===== config.mk =====
export PLATFORM = sky130hd
export DESIGN_NAME = sub32_serial
export DESIGN_NICKNAME = d
export VERILOG_FILES = /design/src/rtl/sub32_serial.sv
export SDC_FILE = /design/constraint.sdc
export NUM_CORES = 1
export LEC_CHECK = 0
export CAP_MARGIN = 20
export CELL_PAD_IN_SITES_DETAIL_PLACEMENT = 1
export CELL_PAD_IN_SITES_GLOBAL_PLACEMENT = 1
export CORE_MARGIN = 5
export CORE_UTILIZATION = 37
export CTS_CLUSTER_SIZE = 20
export DETAILED_ROUTE_END_ITERATION = 6
export GPL_TIMING_DRIVEN = 0
export PLACE_DENSITY_LB_ADDON = 0.15
export SKIP_LAST_GASP = 1
export SLEW_MARGIN = 20
export SYNTH_ARGS = -nofsm -noshare
export SYNTH_HDL_FRONTEND = slang
export SYNTH_SLANG_ARGS = --single-unit

===== constraint.sdc =====
create_clock -name clk -period 6.2 [get_ports clk]
set_input_delay 0.62 -clock clk [delete_from_list [all_inputs] [get_ports clk]]
set_output_delay 0.62 -clock clk [all_outputs]
set_load 0.01 [all_outputs]

===== src/rtl/sub32_serial.sv =====
// rtl/sub32_serial.sv - byte-serial wide subtractor controller driving an external 8-bit sub8
// Latches the operands, walks bytes LSB to MSB through sub8 and chains the borrow between cycles.
module sub32_serial #(
    parameter int NBYTES = 4
) (
    input  logic                  clk,
    input  logic                  rst,
    input  logic                  start,
    input  logic [8*NBYTES-1:0]   A,
    input  logic [8*NBYTES-1:0]   B,
    input  logic                  Bin,
    output logic [8*NBYTES-1:0]   S,
    output logic                  Bout,
    output logic                  busy,
    output logic                  done,
    output logic [7:0]            sub_A,
    output logic [7:0]            sub_B,
    output logic                  sub_Bin,
    input  logic [7:0]            sub_S,
    input  logic                  sub_Bout
);

    localparam int W  = 8 * NBYTES;
    localparam int IW = $clog2(NBYTES);
    localparam logic [IW-1:0] LAST = IW'(NBYTES - 1);

    typedef enum logic [1:0] {
        IDLE = 2'd0,
        RUN  = 2'd1,
        DONE = 2'd2
    } state_t;

    state_t          state;
    logic [W-1:0]    opA;
    logic [W-1:0]    opB;
    logic            brw;
    logic [IW-1:0]   idx;

    // sub8 is combinational, so the byte mux must settle within the same cycle it is consumed.
    always_comb begin
        sub_A   = 8'd0;
        sub_B   = 8'd0;
        sub_Bin = 1'b0;
        if (state == RUN) begin
            sub_A   = opA[8*idx +: 8];
            sub_B   = opB[8*idx +: 8];
            sub_Bin = brw;
        end
    end

    always_ff @(posedge clk) begin
        if (rst) begin
            state <= IDLE;
            opA   <= '0;
            opB   <= '0;
            brw   <= 1'b0;
            idx   <= '0;
            S     <= '0;
            Bout  <= 1'b0;
            busy  <= 1'b0;
            done  <= 1'b0;
        end else begin
            case (state)
                IDLE: begin
                    done <= 1'b0;
                    if (start) begin
                        opA   <= A;
                        opB   <= B;
                        brw   <= Bin;
                        idx   <= '0;
                        busy  <= 1'b1;
                        state <= RUN;
                    end
                end
                RUN: begin
                    S[8*idx +: 8] <= sub_S;
                    brw           <= sub_Bout;
                    if (idx == LAST) begin
                        Bout  <= sub_Bout;
                        busy  <= 1'b0;
                        done  <= 1'b1;
                        state <= DONE;
                    end else begin
                        idx <= idx + 1'b1;
                    end
                end
                DONE: begin
                    done <= 1'b0;
                    // Back-to-back request skips IDLE entirely.
                    if (start) begin
                        opA   <= A;
                        opB   <= B;
                        brw   <= Bin;
                        idx   <= '0;
                        busy  <= 1'b1;
                        state <= RUN;
                    end else begin
                        state <= IDLE;
                    end
                end
                default: begin
                    busy  <= 1'b0;
                    done  <= 1'b0;
                    state <= IDLE;
                end
            endcase
        end
    end

endmodule


==> results of run 1 <==
-- registers in the layout (all words and copies together) (netlist names) --
name	count
done	1
brw	1
opB	32
Bout	1
opA	32
busy	1
idx	2
S	32
state	2
-- critical path, cell delays in order, from the launching register on --
cell and delay (ns):
dfxtp_1 0.30, buf_2 0.20, nor2b_1 0.15, buf_2 0.21
clkbuf_1 0.43, and2_1 0.24, clkdlybuf4s50_1 0.55
-- area by class of cell --
class,instances,area (µm²)
plain buffers,36,198
clock buffers,12,236
clock inverters,4,31.3
fillers,1304,5350
inverters,5,18.8
multi-input cells,323,1940
flip-flops and latches,104,2080
well taps,143,179
repair buffers,128,1280
-- metal layers --
metal / vias to the layer above / GRT usage [%]
li1: 1879 / -
met1: 1870 / 24.7
met2: 85 / 34.7
met3: 16 / 4.32
met4: 0 / 5.20
met5: - / 0
-- path summary, 6_finish.rpt --
path / to / depth (start not counted)
max: sub_B[6] / 6
min: opA[15]$_SDFFE_PP0P_ / 2
max reg2reg: S[17]$_SDFFE_PP0P_ / 8
min reg2reg: opA[15]$_SDFFE_PP0P_ / 2
-- synth_stat cells --
| library cell | n | area, µm² |
|---|---|---|
| nor3b_4 | 1 | 18.8 |
| nand3_1 | 10 | 50.1 |
| o21a_1 | 1 | 7.51 |
| o22ai_1 | 1 | 6.26 |
| a22o_1 | 22 | 193 |
| buf_4 | 3 | 22.5 |
| and2_1 | 18 | 113 |
| and4_1 | 3 | 26.3 |
| o21ai_0 | 4 | 20.0 |
| mux4_2 | 16 | 360 |
| ha_1 | 6 | 75.1 |
| nor2b_1 | 3 | 18.8 |
| dfxtp_1 | 104 | 2080 |
| clkbuf_1 | 7 | 26.3 |
| nand2_1 | 138 | 518 |
| nor2_1 | 3 | 11.3 |
| a21oi_2 | 3 | 26.3 |
| buf_12 | 1 | 20.0 |
| nand2b_1 | 2 | 12.5 |
| buf_1 | 7 | 26.3 |
| nor4b_2 | 1 | 15.0 |
| nand3b_1 | 1 | 7.51 |
| inv_1 | 5 | 18.8 |
| a21oi_1 | 79 | 395 |
| o21bai_1 | 1 | 7.51 |
| buf_2 | 16 | 80.1 |
| nand4_1 | 2 | 12.5 |
| nor3_1 | 5 | 25.0 |
| buf_6 | 2 | 22.5 |
| or3_1 | 1 | 6.26 |
| and3b_1 | 1 | 8.76 |
| o211ai_1 | 1 | 7.51 |
-- report_power, final --
group | internal (mW) | total, mW | switching (mW)
Clock | 0.274 | 0.523 | 0.249
Sequential | 0.699 | 0.717 | 0.0182
Combinational | 0.108 | 0.213 | 0.104
Total | 1.08 | 1.45 | 0.372
-- cell families after synthesis --
| group | share of synthesized area [%] |
|---|---|
| AND/OR/NAND/NOR | 19.9 |
| multiplexers | 8.50 |
| adder cells (fa/ha/maj) | 1.77 |
| flip-flops | 49.1 |
| buffers and inverters | 5.11 |
| AO/OA/AOI/OAI | 15.6 |
-- stage by stage --
stage / setup WS (ns) / instances
after floorplan: 4.18 / 468
after global placement: 3.55 / 739
after detailed placement: 3.51 / 739
after CTS: 3.12 / 755
after global routing: 2.96 / 755
final: 3.16 / 755
-- cells in the final DEF (no fill, tap or decap), drive strengths merged --
master         synthesis  layout
a22o                  22      22
clkinvlp               0       3
nor2b                  3       3
nand2                138     138
mux4                  16      16
o21ai                  4       4
nor3b                  1       1
inv                    5       5
ha                     6       6
nor4b                  1       1
clkdlybuf4s50          0     128
and4                   3       3
nor2                   3       3
a21oi                 82      82
and2                  18      18
and3b                  1       1
nand4                  2       2
clkinv                 0       1
o22ai                  1       1
clkbuf                 7      19
o21bai                 1       1
o211ai                 1       1
buf                   29      29
nor3                   5       5
or3                    1       1
nand3                 10      10
nand2b                 2       2
nand3b                 1       1
o21a                   1       1
dfxtp                104     104
==> flow_metrics.env, run 1 <==
export IMPL_wirelength_met1_um=5740
export IMPL_cts_hold_buf=0
export IMPL_antenna_found_initial=0
export IMPL_fp_dieH_um=117
export IMPL_gp_congestion=0.791
export IMPL_ir_drop_mv=0.118
export IMPL_routed_top_layer="met4"
export IMPL_rows=39
export IMPL_initial_utilization_pct=37.5
export IMPL_port_buffers=128
export IMPL_dr_pass1_iters=4
export IMPL_cts_tree="yes"
export IMPL_slew_limit_headroom_pct=57.8
export IMPL_final_max_slew_violation_count=0
export IMPL_synth_cell_types=32
export IMPL_setup_viol=0
export IMPL_dr_wl_met2_um=6590
export IMPL_maxClockFrequency_mhz=329
export IMPL_cp_required_ns=5.58
export IMPL_grt_overflow=0
export IMPL_die_area_um2=13700
export IMPL_worst_path_max_fanout=10
export IMPL_synth_seq_cells=104
export IMPL_start_kind="flip-flop"
export IMPL_clock_sinks=104
export IMPL_critPathLaunch="state[0]$_SDFFE_PP0P_"
export IMPL_numCtsBuffers=9
export IMPL_hold_violations=0
export IMPL_hp_class="reg2reg"
export IMPL_status="complete, no violations"
export IMPL_end_kind="output port"
export IMPL_clk_insertion_delay_late_ns=0.34
export IMPL_detailed_place_area_um2=5700
export IMPL_post_cts_resized=0
export IMPL_rsz0062_at_grt="false"
export IMPL_drtAntennaViolNets=0
export IMPL_clock_tree_buffer_depth=2
export IMPL_fin_crit_sh_pct=49.0
export IMPL_path_class="reg2out"
export IMPL_ios=129
export IMPL_finalCriticalPeriod_ns=3.04
export IMPL_seq_area_frac_synth_pct=49.1
export IMPL_area_growth_pct=40.7
export IMPL_synthCells=468
export IMPL_cts_setup_buffers=0
export IMPL_first_global_vias=4058
export IMPL_routed_via_density=5.10
export IMPL_hpwl_um=10200
export IMPL_power_density_nw_per_um2=243
export IMPL_finalClockSkew_ns=0.00656
export IMPL_core_um2=11300
export IMPL_tns_ns=0
export IMPL_p_total_mw=1.45
export IMPL_grt_max_degree=17
export IMPL_maxCapViolCount=0
export IMPL_wl_met3_um=612
export IMPL_hold_start="opA[15]$_SDFFE_PP0P_"
export IMPL_postLayoutCoreUtil_pct=52.7
export IMPL_grt_pass1_wl_um=20800
export IMPL_via_count=3850
export IMPL_drive_gt1_share_pct=9.15
export IMPL_reg2reg_slack_ns=3.77
export IMPL_p_leak_nw=2.18
export IMPL_nNetsFinal=690
export IMPL_finalInstanceArea_um2=5970
export IMPL_syn_num_nets=551
export IMPL_root_buffer="clkbuf_16"
export IMPL_synth_area_per_cell_um2=9.06
export IMPL_arrival_ns=2.42
export IMPL_grt_total_usage_pct=19.8
export IMPL_synth_area_um2=4240
export IMPL_routedWlPerCell_um=17.3
export IMPL_regToRegStartpoint="idx[1]$_SDFFE_PP0P_"
export IMPL_htree_levels=3
export IMPL_drtIter0Drc=162
export IMPL_worst_pin_slew_ns=0.633
export IMPL_wirelength_um=13100
export IMPL_worst_hold_slack_ns=0.456
export IMPL_path_clk_slew_ns=0.07
export IMPL_yosys_warnings=0
export IMPL_die_w_um=117
export IMPL_remaining_drc_errors=0
export IMPL_antenna_cells=0
Power figures use the tool's default switching activity.
==> run 2, diff against run 1 <==
- CORE_UTILIZATION: 37 -> 34
- clock period: 6.2 -> 3 ns (I/O delays scaled with it)
==> run 2 against run 1 <==
Compared with the run above: global-route usage decreased by 1.3 points; clock skew increased by 0.0011 ns; critical path depth unchanged; largest cell class unchanged; first-iteration DRC count increased by 24%; worst setup slack got worse by 2.9 ns; wire length increased by 2.2%; sequential cell count unchanged; highest routed layer unchanged; combinational power increased by 110%; design area increased by 1.0%; total power increased by 110%.
==> flow_metrics.env, run 2 (synthesis gave the netlist of run 1 again) <==
export IMPL_finalCriticalPeriod_ns=2.75
export IMPL_hold_violations=0
export IMPL_drtIter0Drc=201
export IMPL_worst_pin_slew_ns=0.587
export IMPL_slew_limit_headroom_pct=60.9
export IMPL_hold_path_endpoint="opA[18]$_SDFFE_PP0P_"
export IMPL_first_global_vias=4180
export IMPL_hpwl_um=10400
export IMPL_clock_sinks=104
export IMPL_ios=129
export IMPL_power_density_nw_per_um2=517
export IMPL_post_cts_resized=0
export IMPL_rows=40
export IMPL_ff2ff_path_depth=8
export IMPL_hold_start="opA[18]$_SDFFE_PP0P_"
export IMPL_gp_congestion=0.794
export IMPL_maxCapViolCount=0
export IMPL_reg_top3="S (32), opA (32), opB (32)"
export IMPL_grt_overflow=0
export IMPL_final_max_slew_violation_count=0
export IMPL_hp_class="reg2reg"
export IMPL_path_cells="buf_2, nor2b_1, buf_2, clkbuf_1, and2_1, clkdlybuf4s50_1"
export IMPL_end_kind="output port"
export IMPL_finalInstanceArea_um2=6030
export IMPL_grt_max_degree=17
export IMPL_routedWlPerCell_um=17.2
export IMPL_rsz0062_at_grt="false"
export IMPL_reg2reg_slack_ns=0.57
export IMPL_status="complete, no violations"
export IMPL_postLayoutCoreUtil_pct=49.8
export IMPL_mostFrequentLayoutCell="nand2_1"
export IMPL_p_total_mw=3.12
export IMPL_regToRegStartpoint="idx[1]$_SDFFE_PP0P_"
export IMPL_htree_levels=3
export IMPL_core_um2=12100
export IMPL_remaining_drc_errors=0
export IMPL_dr_pass1_iters=4
export IMPL_crit_top_cell="buf_2"
export IMPL_cp_required_ns=2.70
export IMPL_holdPathStages=2
export IMPL_slowest_stage="clkdlybuf4s50_1"
export IMPL_drive_gt1_share_pct=9.48
export IMPL_arrival_ns=2.45
export IMPL_path_class="reg2out"
export IMPL_multi_input_area_um2=1940
export IMPL_initial_utilization_pct=35.0
export IMPL_clk_insertion_delay_late_ns=0.35
export IMPL_slowest_delay_ns=0.56
export IMPL_grt_pass1_wl_um=21500
export IMPL_seq_area_um2=2080
export IMPL_p_leak_nw=2.21
export IMPL_fillers=1429
export IMPL_detailed_place_area_um2=5730
export IMPL_root_buffer="clkbuf_16"
export IMPL_cts_tree="yes"
export IMPL_via_count=3836
export IMPL_pre_cts_ws_ns=0.576
export IMPL_setup_viol=0
export IMPL_routed_via_density=4.92
export IMPL_mostFrequentLayoutCells="138 x nand2_1, 128 x clkdlybuf4s50_1, 104 x dfxtp_1"
export IMPL_dpl_cell_count=764
export IMPL_finalClockSkew_ns=0.00764
export IMPL_die_area_um2=14800
export IMPL_cts_hold_buf=0
export IMPL_numCtsBuffers=9
export IMPL_cts_setup_buffers=0
export IMPL_antenna_cells=0
export IMPL_setup_slack_ns=0.246
export IMPL_area_growth_pct=42.2
export IMPL_start_kind="flip-flop"
export IMPL_clock_tree_buffer_depth=2
export IMPL_grt_total_usage_pct=18.5
export IMPL_final_cells=780
export IMPL_fp_dieH_um=122
export IMPL_fin_crit_sh_pct=91.8
export IMPL_wirelength_um=13400
export IMPL_maxClockFrequency_mhz=363
export IMPL_ir_drop_mv=0.316
export IMPL_regToRegEndpoint="S[20]$_SDFFE_PP0P_"
export IMPL_worst_hold_slack_ns=0.458
export IMPL_die_w_um=122
export IMPL_worst_path_max_fanout=10
export IMPL_antenna_found_initial=0
export IMPL_nNetsFinal=690
export IMPL_port_buffers=128
export IMPL_path_clk_slew_ns=0.07
export IMPL_tns_ns=0
export IMPL_drtAntennaViolNets=0
-- run 2: cell count changes in the layout (fill, tap and decap cells not counted), sizes merged --
| cell | before | now |
|---|---|---|
| bufinv | 0 | 1 |
| clkbuf | 19 | 18 |
| clkinv | 1 | 3 |
| clkinvlp | 3 | 1 |
-- run 2: layout make-up --
cell class              instances  share of cell area, %
clock inverters                 5                  0.934
multi-input cells             323                   32.2
repair buffers                128                   21.2
flip-flops and latches        104                   34.5
clock buffers                  11                   4.02
well taps                     168                   3.49
inverters                       5                  0.311
plain buffers                  36                   3.28
-- run 2: how the worst max path moves through the flow --
stage,startpoint,to,slack (ns),cells past startpoint
6_report,state[0]$_SDFFE_PP0P_,sub_B[6],0.25,6
4_1_cts,state[0]$_SDFFE_PP0P_,sub_B[6],0.20,6
3_3_place_gp,idx[1]$_SDFFE_PP0P_,S[16]$_SDFFE_PP0P_,0.63,8
5_1_grt,state[0]$_SDFFE_PP0P_,sub_B[6],0.11,6
2_1_floorplan,idx[1]$_SDFFE_PP0P_,S[16]$_SDFFE_PP0P_,0.98,8
3_5_place_dp,idx[1]$_SDFFE_PP0P_,S[20]$_SDFFE_PP0P_,0.58,8
-- run 2: layer usage --
layer	part of all wire, %	GRT usage [%]	wire length (µm)	vias to the layer above
li1	-	-	-	1878
met1	45	23.6	6000	1857
met2	50	32.0	6630	88
met3	4.4	3.02	585	13
met4	1.2	6.02	157	0
met5	0	0	0	-
-- run 2: report_power, final --
part           switching (mW)  internal [mW]  leakage (nW)
Combinational           0.218          0.224          1.22
Clock                   0.523          0.669         0.145
Sequential             0.0372           1.44         0.849
-- run 2: critical path, delay by kind of cell, from the launching register on --
| kind | cells | cell delay, ns |
|---|---|---|
| simple gates | 2 | 0.42 |
| flops | 1 | 0.30 |
| buf+inv | 4 | 1.39 |
==> run 3, diff against run 2 <==
==> constraint.sdc (replaced) <==
create_clock -name clk -period 3 [get_ports clk]
set_input_delay 0.6 -clock clk [delete_from_list [all_inputs] [get_ports clk]]
set_output_delay 0.6 -clock clk [all_outputs]
set_load 0.01 [all_outputs]
==> run 3 against run 2 <==
Compared with the run above: core utilization about the same; cell count is 0.13% lower; worst hold slack lost 0.00051 ns; non-clock buffer count shrank 1; first-iteration DRC count is 5.0% higher; sequential power hardly changed; via count rose by 0.21%; clock skew about the same; largest cell class unchanged; largest power group unchanged.
==> flow_metrics.env, run 3 (synthesis gave the netlist of run 1 again) <==
export IMPL_cts_setup_buffers=0
export IMPL_status="complete, no violations"
export IMPL_clkPwrFrac_pct=38.3
export IMPL_finalCriticalPeriod_ns=2.90
export IMPL_grt_pass1_wl_um=21500
export IMPL_finalClockSkew_ns=0.00743
export IMPL_fin_crit_sh_pct=96.8
export IMPL_reg2reg_slack_ns=0.68
export IMPL_initial_utilization_pct=35.0
export IMPL_arrival_ns=2.30
export IMPL_final_max_slew_violation_count=0
export IMPL_clock_sinks=104
export IMPL_p_leak_nw=2.21
export IMPL_area_growth_pct=42.3
export IMPL_gp_congestion=0.794
export IMPL_first_global_vias=4180
export IMPL_ir_drop_mv=0.316
export IMPL_drive_gt1_share_pct=9.49
export IMPL_power_density_nw_per_um2=517
export IMPL_regToRegEndpoint="S[20]$_SDFFE_PP0P_"
export IMPL_rsz0062_at_grt="false"
export IMPL_end_kind="output port"
export IMPL_hp_class="reg2reg"
export IMPL_grt_overflow=0
export IMPL_postLayoutCoreUtil_pct=49.8
export IMPL_core_um2=12100
export IMPL_mostFrequentLayoutCell="nand2_1"
export IMPL_grt_total_usage_pct=18.5
export IMPL_path_clk_slew_ns=0.07
export IMPL_maxCapViolCount=0
export IMPL_hold_start="opA[18]$_SDFFE_PP0P_"
export IMPL_tns_ns=0
export IMPL_swShare_pct=25.0
export IMPL_fp_dieH_um=122
export IMPL_maxClockFrequency_mhz=344
export IMPL_combPwrFrac_pct=14.2
export IMPL_p_sw_uw=780
export IMPL_reg_top3="S (32), opA (32), opB (32)"
export IMPL_hold_violations=0
export IMPL_antenna_found_initial=0
export IMPL_die_area_um2=14800
export IMPL_routed_via_density=4.93
export IMPL_via_count=3844
export IMPL_port_buffers=128
export IMPL_slew_limit_headroom_pct=60.8
export IMPL_drtAntennaViolNets=0
export IMPL_seq_power_share_pct=47.5
export IMPL_hpwl_um=10400
export IMPL_remaining_drc_errors=0
export IMPL_root_buffer="clkbuf_16"
export IMPL_clk_insertion_delay_late_ns=0.35
export IMPL_worst_path_max_fanout=10
export IMPL_mostFrequentLayoutCells="138 x nand2_1, 128 x clkdlybuf4s50_1, 104 x dfxtp_1"
export IMPL_start_kind="flip-flop"
export IMPL_regToRegStartpoint="idx[1]$_SDFFE_PP0P_"
export IMPL_drtIter0Drc=211
export IMPL_rows=40
export IMPL_grt_max_degree=18
export IMPL_routedWlPerCell_um=17.1
export IMPL_critPathCapture="sub_B[6]"
export IMPL_htree_levels=3
export IMPL_cp_required_ns=2.40
export IMPL_numCtsBuffers=9
export IMPL_wirelength_um=13300
export IMPL_cts_tree="yes"
export IMPL_antenna_cells=0
export IMPL_cts_hold_buf=0
export IMPL_power_internal_mw=2.34
export IMPL_setup_viol=0
export IMPL_die_w_um=122
export IMPL_ff2ff_path_depth=8
export IMPL_worst_pin_slew_ns=0.587
export IMPL_path_class="reg2out"
export IMPL_critPathLaunch="idx[1]$_SDFFE_PP0P_"
export IMPL_clock_tree_buffer_depth=2
export IMPL_ios=129
export IMPL_nNetsFinal=689
export IMPL_dr_pass1_iters=6
run 3: cell types whose count changed in the layout (fill, tap and decap cells not counted):
cell      before  now
clkbuf_1       8    7
buf_4          3    4
buf_2         16   14
clkbuf_4       0    1
run 3: power groups by stage:
stage | registers, mW | clock network, mW | logic (mW)
2_1_floorplan | 1.50 | 0 | 0.230
6_report | 1.48 | 1.19 | 0.442
4_1_cts | 1.48 | 1.21 | 0.450
3_5_place_dp | 1.51 | 0 | 0.447
5_1_grt | 1.49 | 1.26 | 0.488
3_3_place_gp | 1.51 | 0 | 0.436
run 3: metrics by stage:
stage	hold WS [ns]	area [µm²]	instances	setup WS [ns]	power [mW]
after floorplan	0.433	4240	468	0.980	1.73
after global placement	0.440	5730	764	0.341	1.94
after detailed placement	0.449	5730	764	0.289	1.96
after CTS	0.458	6030	779	0.0211	3.14
after global routing	0.477	6030	779	0.0325	3.24
final	0.457	6030	779	0.0967	3.12
run 3: area by class of cell:
class / instances / area, µm²
buffer: 35 / 199
clock buffer: 11 / 243
clock inverter: 5 / 56.3
fill: 1426 / 6080
inverter: 5 / 18.8
multi-input combinational: 323 / 1940
sequential: 104 / 2080
tap: 168 / 210
timing repair buffer: 128 / 1280
run 3: worst min path at each step:
stage / to / slack, ns / cells past startpoint
after floorplan: opA[15]$_SDFFE_PP0P_ / 0.43 / 2
after global placement: opA[28]$_SDFFE_PP0P_ / 0.44 / 2
after detailed placement: opA[22]$_SDFFE_PP0P_ / 0.45 / 2
after CTS: opA[22]$_SDFFE_PP0P_ / 0.46 / 2
after global routing: opA[15]$_SDFFE_PP0P_ / 0.48 / 2
final: opA[18]$_SDFFE_PP0P_ / 0.46 / 2
run 3: worst max-delay path, cell delays in order, from the launching register on:
cell             delay (ns)
dfxtp_1                0.39
buf_2                  0.30
buf_4                  0.27
mux4_2                 0.31
and2_1                 0.20
clkdlybuf4s50_1        0.49
run 3: timing repair:
action / 4_1_cts / 5_1_grt
cloned: 0 / 0
resized for setup: 1 / 1
endpoints found under the setup margin: 10 / 6
run 3: metal layers:
metal  global-route usage (%)  up-vias  part of all wire [%]
met3                     3.02       15                   5.1
met4                     6.02        0                   1.3
met5                        0        -                     0
met1                     23.5     1852                    44
met2                     32.0      102                    50
li1                         -     1875                     -
